==> config.mk <==
export PLATFORM = sky130hd
export DESIGN_NAME = pll_reset_supervisor
export DESIGN_NICKNAME = d
export VERILOG_FILES = /design/src/rtl/pll_reset_supervisor.sv
export SDC_FILE = /design/constraint.sdc
export NUM_CORES = 1
export LEC_CHECK = 0
export BUFFER_PORTS_ARGS = -buffer_cell sky130_fd_sc_hd__buf_4
export CAP_MARGIN = 40
export CORE_AREA = 2 2 46 69
export CTS_CLUSTER_SIZE = 20
export DETAILED_ROUTE_END_ITERATION = 7
export DIE_AREA = 0 0 48 71
export MAX_ROUTING_LAYER = met4
export PLACE_DENSITY_LB_ADDON = 0.2
export SLEW_MARGIN = 20
export SYNTH_ARGS = -nofsm -noshare
export SYNTH_HDL_FRONTEND = slang
export SYNTH_SLANG_ARGS = --single-unit
export TNS_END_PERCENT = 10
==> constraint.sdc <==
create_clock -name clk -period 5.1 [get_ports clk]
set_input_delay 0.51 -clock clk [delete_from_list [all_inputs] [get_ports clk]]
set_output_delay 0.51 -clock clk [all_outputs]
set_load 0.005 [all_outputs]
==> src/rtl/pll_reset_supervisor.sv <==
// pll_reset_supervisor
// Drives the PLL reset, qualifies the asynchronous PLL locked flag, retries
// the PLL on lock timeout and releases one system reset once lock has been
// stable for the programmed time. Runs on the free-running reference clock.
module pll_reset_supervisor #(
  parameter int unsigned CNT_W               = 16,
  parameter int unsigned PLL_RST_CYCLES      = 16,
  parameter int unsigned LOCK_FILTER_CYCLES  = 1024,
  parameter int unsigned SYS_RST_DELAY       = 64,
  parameter int unsigned LOCK_TIMEOUT_CYCLES = 25000
) (
  input  logic       clk,
  input  logic       rst_n,
  input  logic       pll_locked_i,
  input  logic       relock_req_i,
  input  logic       lock_lost_clr_i,
  output logic       pll_rst_o,
  output logic       sys_rst_o,
  output logic       locked_o,
  output logic       lock_lost_o,
  output logic [7:0] retry_cnt_o
);

  typedef enum logic [2:0] {
    S_RESET_PLL,
    S_WAIT_LOCK,
    S_FILTER,
    S_DELAY,
    S_RUN
  } state_e;

  // Terminal counts: a phase of N cycles ends on the edge where cnt == N-1.
  localparam logic [CNT_W-1:0] PLL_RST_LAST = CNT_W'(PLL_RST_CYCLES - 1);
  localparam logic [CNT_W-1:0] FILTER_LAST  = CNT_W'(LOCK_FILTER_CYCLES - 1);
  localparam logic [CNT_W-1:0] DELAY_LAST   = CNT_W'(SYS_RST_DELAY - 1);
  localparam logic [CNT_W-1:0] TIMEOUT_LAST = CNT_W'(LOCK_TIMEOUT_CYCLES - 1);

  state_e           state_q, state_d;
  logic [CNT_W-1:0] cnt_q, cnt_d;
  logic             locked_meta_q, locked_meta_d;
  logic             locked_s_q, locked_s_d;
  logic             pll_rst_q, pll_rst_d;
  logic             sys_rst_q, sys_rst_d;
  logic             locked_q, locked_d;
  logic             lock_lost_q, lock_lost_d;
  logic [7:0]       retry_cnt_q, retry_cnt_d;
  logic             lost_set;

  // Next-state, counter, sticky flags and output decode from next state.
  always_comb begin
    locked_meta_d = pll_locked_i;
    locked_s_d    = locked_meta_q;
    state_d       = state_q;
    retry_cnt_d   = retry_cnt_q;
    lost_set      = 1'b0;

    // Relock is checked first so it pre-empts every other transition,
    // including the lock-lost set and the timeout retry increment.
    if (relock_req_i && (state_q != S_RESET_PLL)) begin
      state_d = S_RESET_PLL;
    end else begin
      unique case (state_q)
        S_RESET_PLL: begin
          if (cnt_q == PLL_RST_LAST) state_d = S_WAIT_LOCK;
        end
        S_WAIT_LOCK: begin
          if (locked_s_q) begin
            state_d = S_FILTER;
          end else if (cnt_q == TIMEOUT_LAST) begin
            state_d = S_RESET_PLL;
            if (retry_cnt_q != '1) retry_cnt_d = retry_cnt_q + 8'd1;
          end
        end
        S_FILTER: begin
          if (!locked_s_q) begin
            state_d = S_WAIT_LOCK;
          end else if (cnt_q == FILTER_LAST) begin
            state_d = S_DELAY;
          end
        end
        S_DELAY: begin
          if (!locked_s_q) begin
            state_d = S_RESET_PLL;
          end else if (cnt_q == DELAY_LAST) begin
            state_d = S_RUN;
          end
        end
        S_RUN: begin
          if (!locked_s_q) begin
            state_d  = S_RESET_PLL;
            lost_set = 1'b1;
          end
        end
        default: state_d = S_RESET_PLL;
      endcase
    end

    if (state_d != state_q) begin
      cnt_d = '0;
    end else begin
      cnt_d = cnt_q + CNT_W'(1);
    end

    // Set beats clear when both happen together.
    lock_lost_d = lost_set | (lock_lost_q & ~lock_lost_clr_i);

    pll_rst_d = (state_d == S_RESET_PLL);
    sys_rst_d = (state_d != S_RUN);
    locked_d  = (state_d == S_DELAY) || (state_d == S_RUN);
  end

  // State, counter, synchroniser and output registers.
  always_ff @(posedge clk) begin
    if (!rst_n) begin
      state_q       <= S_RESET_PLL;
      cnt_q         <= '0;
      locked_meta_q <= 1'b0;
      locked_s_q    <= 1'b0;
      pll_rst_q     <= 1'b1;
      sys_rst_q     <= 1'b1;
      locked_q      <= 1'b0;
      lock_lost_q   <= 1'b0;
      retry_cnt_q   <= '0;
    end else begin
      state_q       <= state_d;
      cnt_q         <= cnt_d;
      locked_meta_q <= locked_meta_d;
      locked_s_q    <= locked_s_d;
      pll_rst_q     <= pll_rst_d;
      sys_rst_q     <= sys_rst_d;
      locked_q      <= locked_d;
      lock_lost_q   <= lock_lost_d;
      retry_cnt_q   <= retry_cnt_d;
    end
  end

  assign pll_rst_o   = pll_rst_q;
  assign sys_rst_o   = sys_rst_q;
  assign locked_o    = locked_q;
  assign lock_lost_o = lock_lost_q;
  assign retry_cnt_o = retry_cnt_q;

endmodule

==> run metrics <==
status=completed; hold_ws=0.4396 ns; root buffer cell=clkbuf_8; Net Count, Synth=196; sw frac=20.62%; Top Ports=17; Final Cell Area=0.001852 mm^2; Psw=97.23 uW; Skew-Pair Late Insertion Delay=0.28 ns; Detailed Place HPWL=2.295 mm; Startpoint Class=flop; commonest cells after routing, fill and taps aside=dfxtp_1 (33), nor2_1 (30), nand2_1 (16), buf_4 (16), xor2_1 (12); synth warn=0; GPL Wtd Cong=0.7971; Clock Sinks=33; worst clock skew=0.005883 ns; Critical Path RT=5.32 ns; post-synth top area share=40.62%; synthesized instance count=189; hold crit path type=in -> reg; Total GRT Usage=21.64%; Slew HR=71.39%; initial antenna violation count=0; Post-Syn Area=0.001627 mm^2; Worst-path clk slew=0.06 ns; Final nets=213; Unique masters post-synth=41; Worst EP arrival=2.77 ns; Max Clock Freq=391.1 MHz; logic gate share of total power=2.9%; Clk pwr share=41.2%; Hold Buf Count CTS=0; Post-synth ARST share=0%; vias in the first global route=1,234; CTS tree=built; first-pass GRT wire length=5.223 mm; endpoints failing setup=0; max-slew violation count=0; number of buffers created by CTS=5; Worst IR Drop VDD=270.4 uV; Via density=5.478; P_leak=0.7357 nW; synthesized flop and latch total=33; setup bufs post-CTS=0; hold violation count in the final report=0; initial drt markers=61; FP Rows=24; placed instance area=0.001765 mm^2; Layout area overhead=13.85%; pwr dens=254.6 mW/mm^2; Die H=71 um; Layout Utilization=64.91%; Vias=1,342; layout cells sized above 1=15.53%; cell taking the most area after synthesis=dfxtp_1; largest net degree at the start of global routing=17; H-tree depth=2; post-cts resize count=0; GR Overflow Total=0; drt wl/cell=12.60 um; DRT Pass-1 Iters=5; die area=0.003408 mm^2; Die X-Extent=48 um; number of synthesized flops with an enable pin=0; Setup TNS=0 ns; n_diodes=0; top_reg_cell synth=dfxtp_1; sequential power share=55.9%; RSZ-0062 raised after global routing=no; leading cell type in the layout, fill and taps excluded=dfxtp_1; CTS Buffer Depth=2; Setup CP Type=reg -> reg; Initial Util=57.02%; IO Port Bufs=16; Final min period=2.557 ns; Max-Cap Viols=0; cell-internal power=374.2 uW; ANT nets after route=0; drt total wl=3.087 mm; top post-synthesis cells by area=dfxtp_1 (41%), nor2_1 (6.9%), xor2_1 (6.5%), xnor2_1 (4.3%), and2_1 (3.8%); fill cell count=247; Residual DRC=0; Critical Path End Type=flop; mean post-synth cell area=8.606 um^2; fraction of the yosys area taken by sequential cells=40.62%; core box area=0.002853 mm^2; crit share post-route=50.14%; worst-margin pin slew=0.4278 ns; worst-path fanout max=15
## area by class of cell
type | count | area (um^2) | share of cell area, %
clock buffer | 7 | 86.33 | 4.662
inverter | 4 | 15.01 | 0.8108
multi-input combinational | 146 | 920.9 | 49.73
sequential | 33 | 660.6 | 35.68
tap | 39 | 48.80 | 2.635
timing repair buffer | 16 | 120.1 | 6.486
## worst max-delay path, stage by stage (launching register included)
cell	delay, ns
dfxtp_1	0.35
ha_1	0.23
or4bb_1	0.56
nor4_2	0.38
o32ai_1	0.18
nor4_4	0.26
mux2_4	0.42
nor2_1	0.12
## routing by layer
metal | share of wire, % | up-vias | routed length, um | global-route usage (%)
li1 | - | 683 | - | -
met1 | 42 | 621 | 1304 | 23.56
met2 | 52 | 33 | 1601 | 34.52
met3 | 4.3 | 5 | 134 | 7.398
met4 | 1.5 | 0 | 47 | 8.709
met5 | 0 | - | 0 | -
## worst paths after layout
path                 start            end  slack, ns  cells after the start
min           pll_locked_i  locked_meta_q       0.44                      2
min reg2reg  locked_meta_q     locked_s_q       0.44                      1
max               cnt_q[0]       cnt_q[3]       2.54                      7
max reg2reg       cnt_q[0]       cnt_q[3]       2.54                      7
## cells by family (layout without fill, tap and decap cells)
| group | Yosys count | after routing | share of synthesized area [%] |
|---|---|---|---|
| AOI/OAI and AO/OA | 17 | 17 | 7.231 |
| DFF | 33 | 33 | 40.62 |
| xor gates and xnor gates | 20 | 20 | 10.77 |
| buffers and inverters | 10 | 27 | 2.769 |
| adders and majority gates | 3 | 3 | 2.154 |
| and+or+nand+nor | 104 | 104 | 34.92 |
| muxes | 2 | 2 | 1.538 |
## state kept, by name (all words and copies together), names as in the netlist
signal,count
sys_rst_o,1
state_q,3
retry_cnt_o,8
pll_rst_o,1
locked_meta_q,1
locked_s_q,1
lock_lost_o,1
locked_o,1
cnt_q,16
## through the flow
step | power [mW] | worst slack, ns | cells
3_5_place_dp | 0.2826 | 2.535 | 238
6_report | 0.4714 | 2.543 | 245
3_3_place_gp | 0.2822 | 2.650 | 238
5_1_grt | 0.4870 | 2.380 | 245
4_1_cts | 0.4771 | 2.533 | 245
2_1_floorplan | 0.2779 | 2.710 | 189
## power groups by stage
stage               Combinational, mW  Clock, mW  Sequential (mW)
floorplan                      0.0100          0            0.268
finish                         0.0136      0.194            0.263
global route                   0.0154      0.208            0.264
global placement               0.0133          0            0.269
detailed placement             0.0136          0            0.269
CTS                            0.0138      0.200            0.263
## Yosys cell counts, types with 2 or more instances
cell       n
clkbuf_1   5
nand3b_1   2
o21ai_0    4
inv_1      4
or3_1      2
nor2b_1    4
dfxtp_1   33
nor3_1     5
and2_1    10
a21o_1     2
nand2b_1   3
nand4_1    3
a21oi_1    5
nand3_1   10
nor2_1    30
xnor2_1    8
and3_1     5
or2_2      3
nand2_1   16
xor2_1    12
o32ai_1    2
ha_1       2
Power figures use the tool's default switching activity.
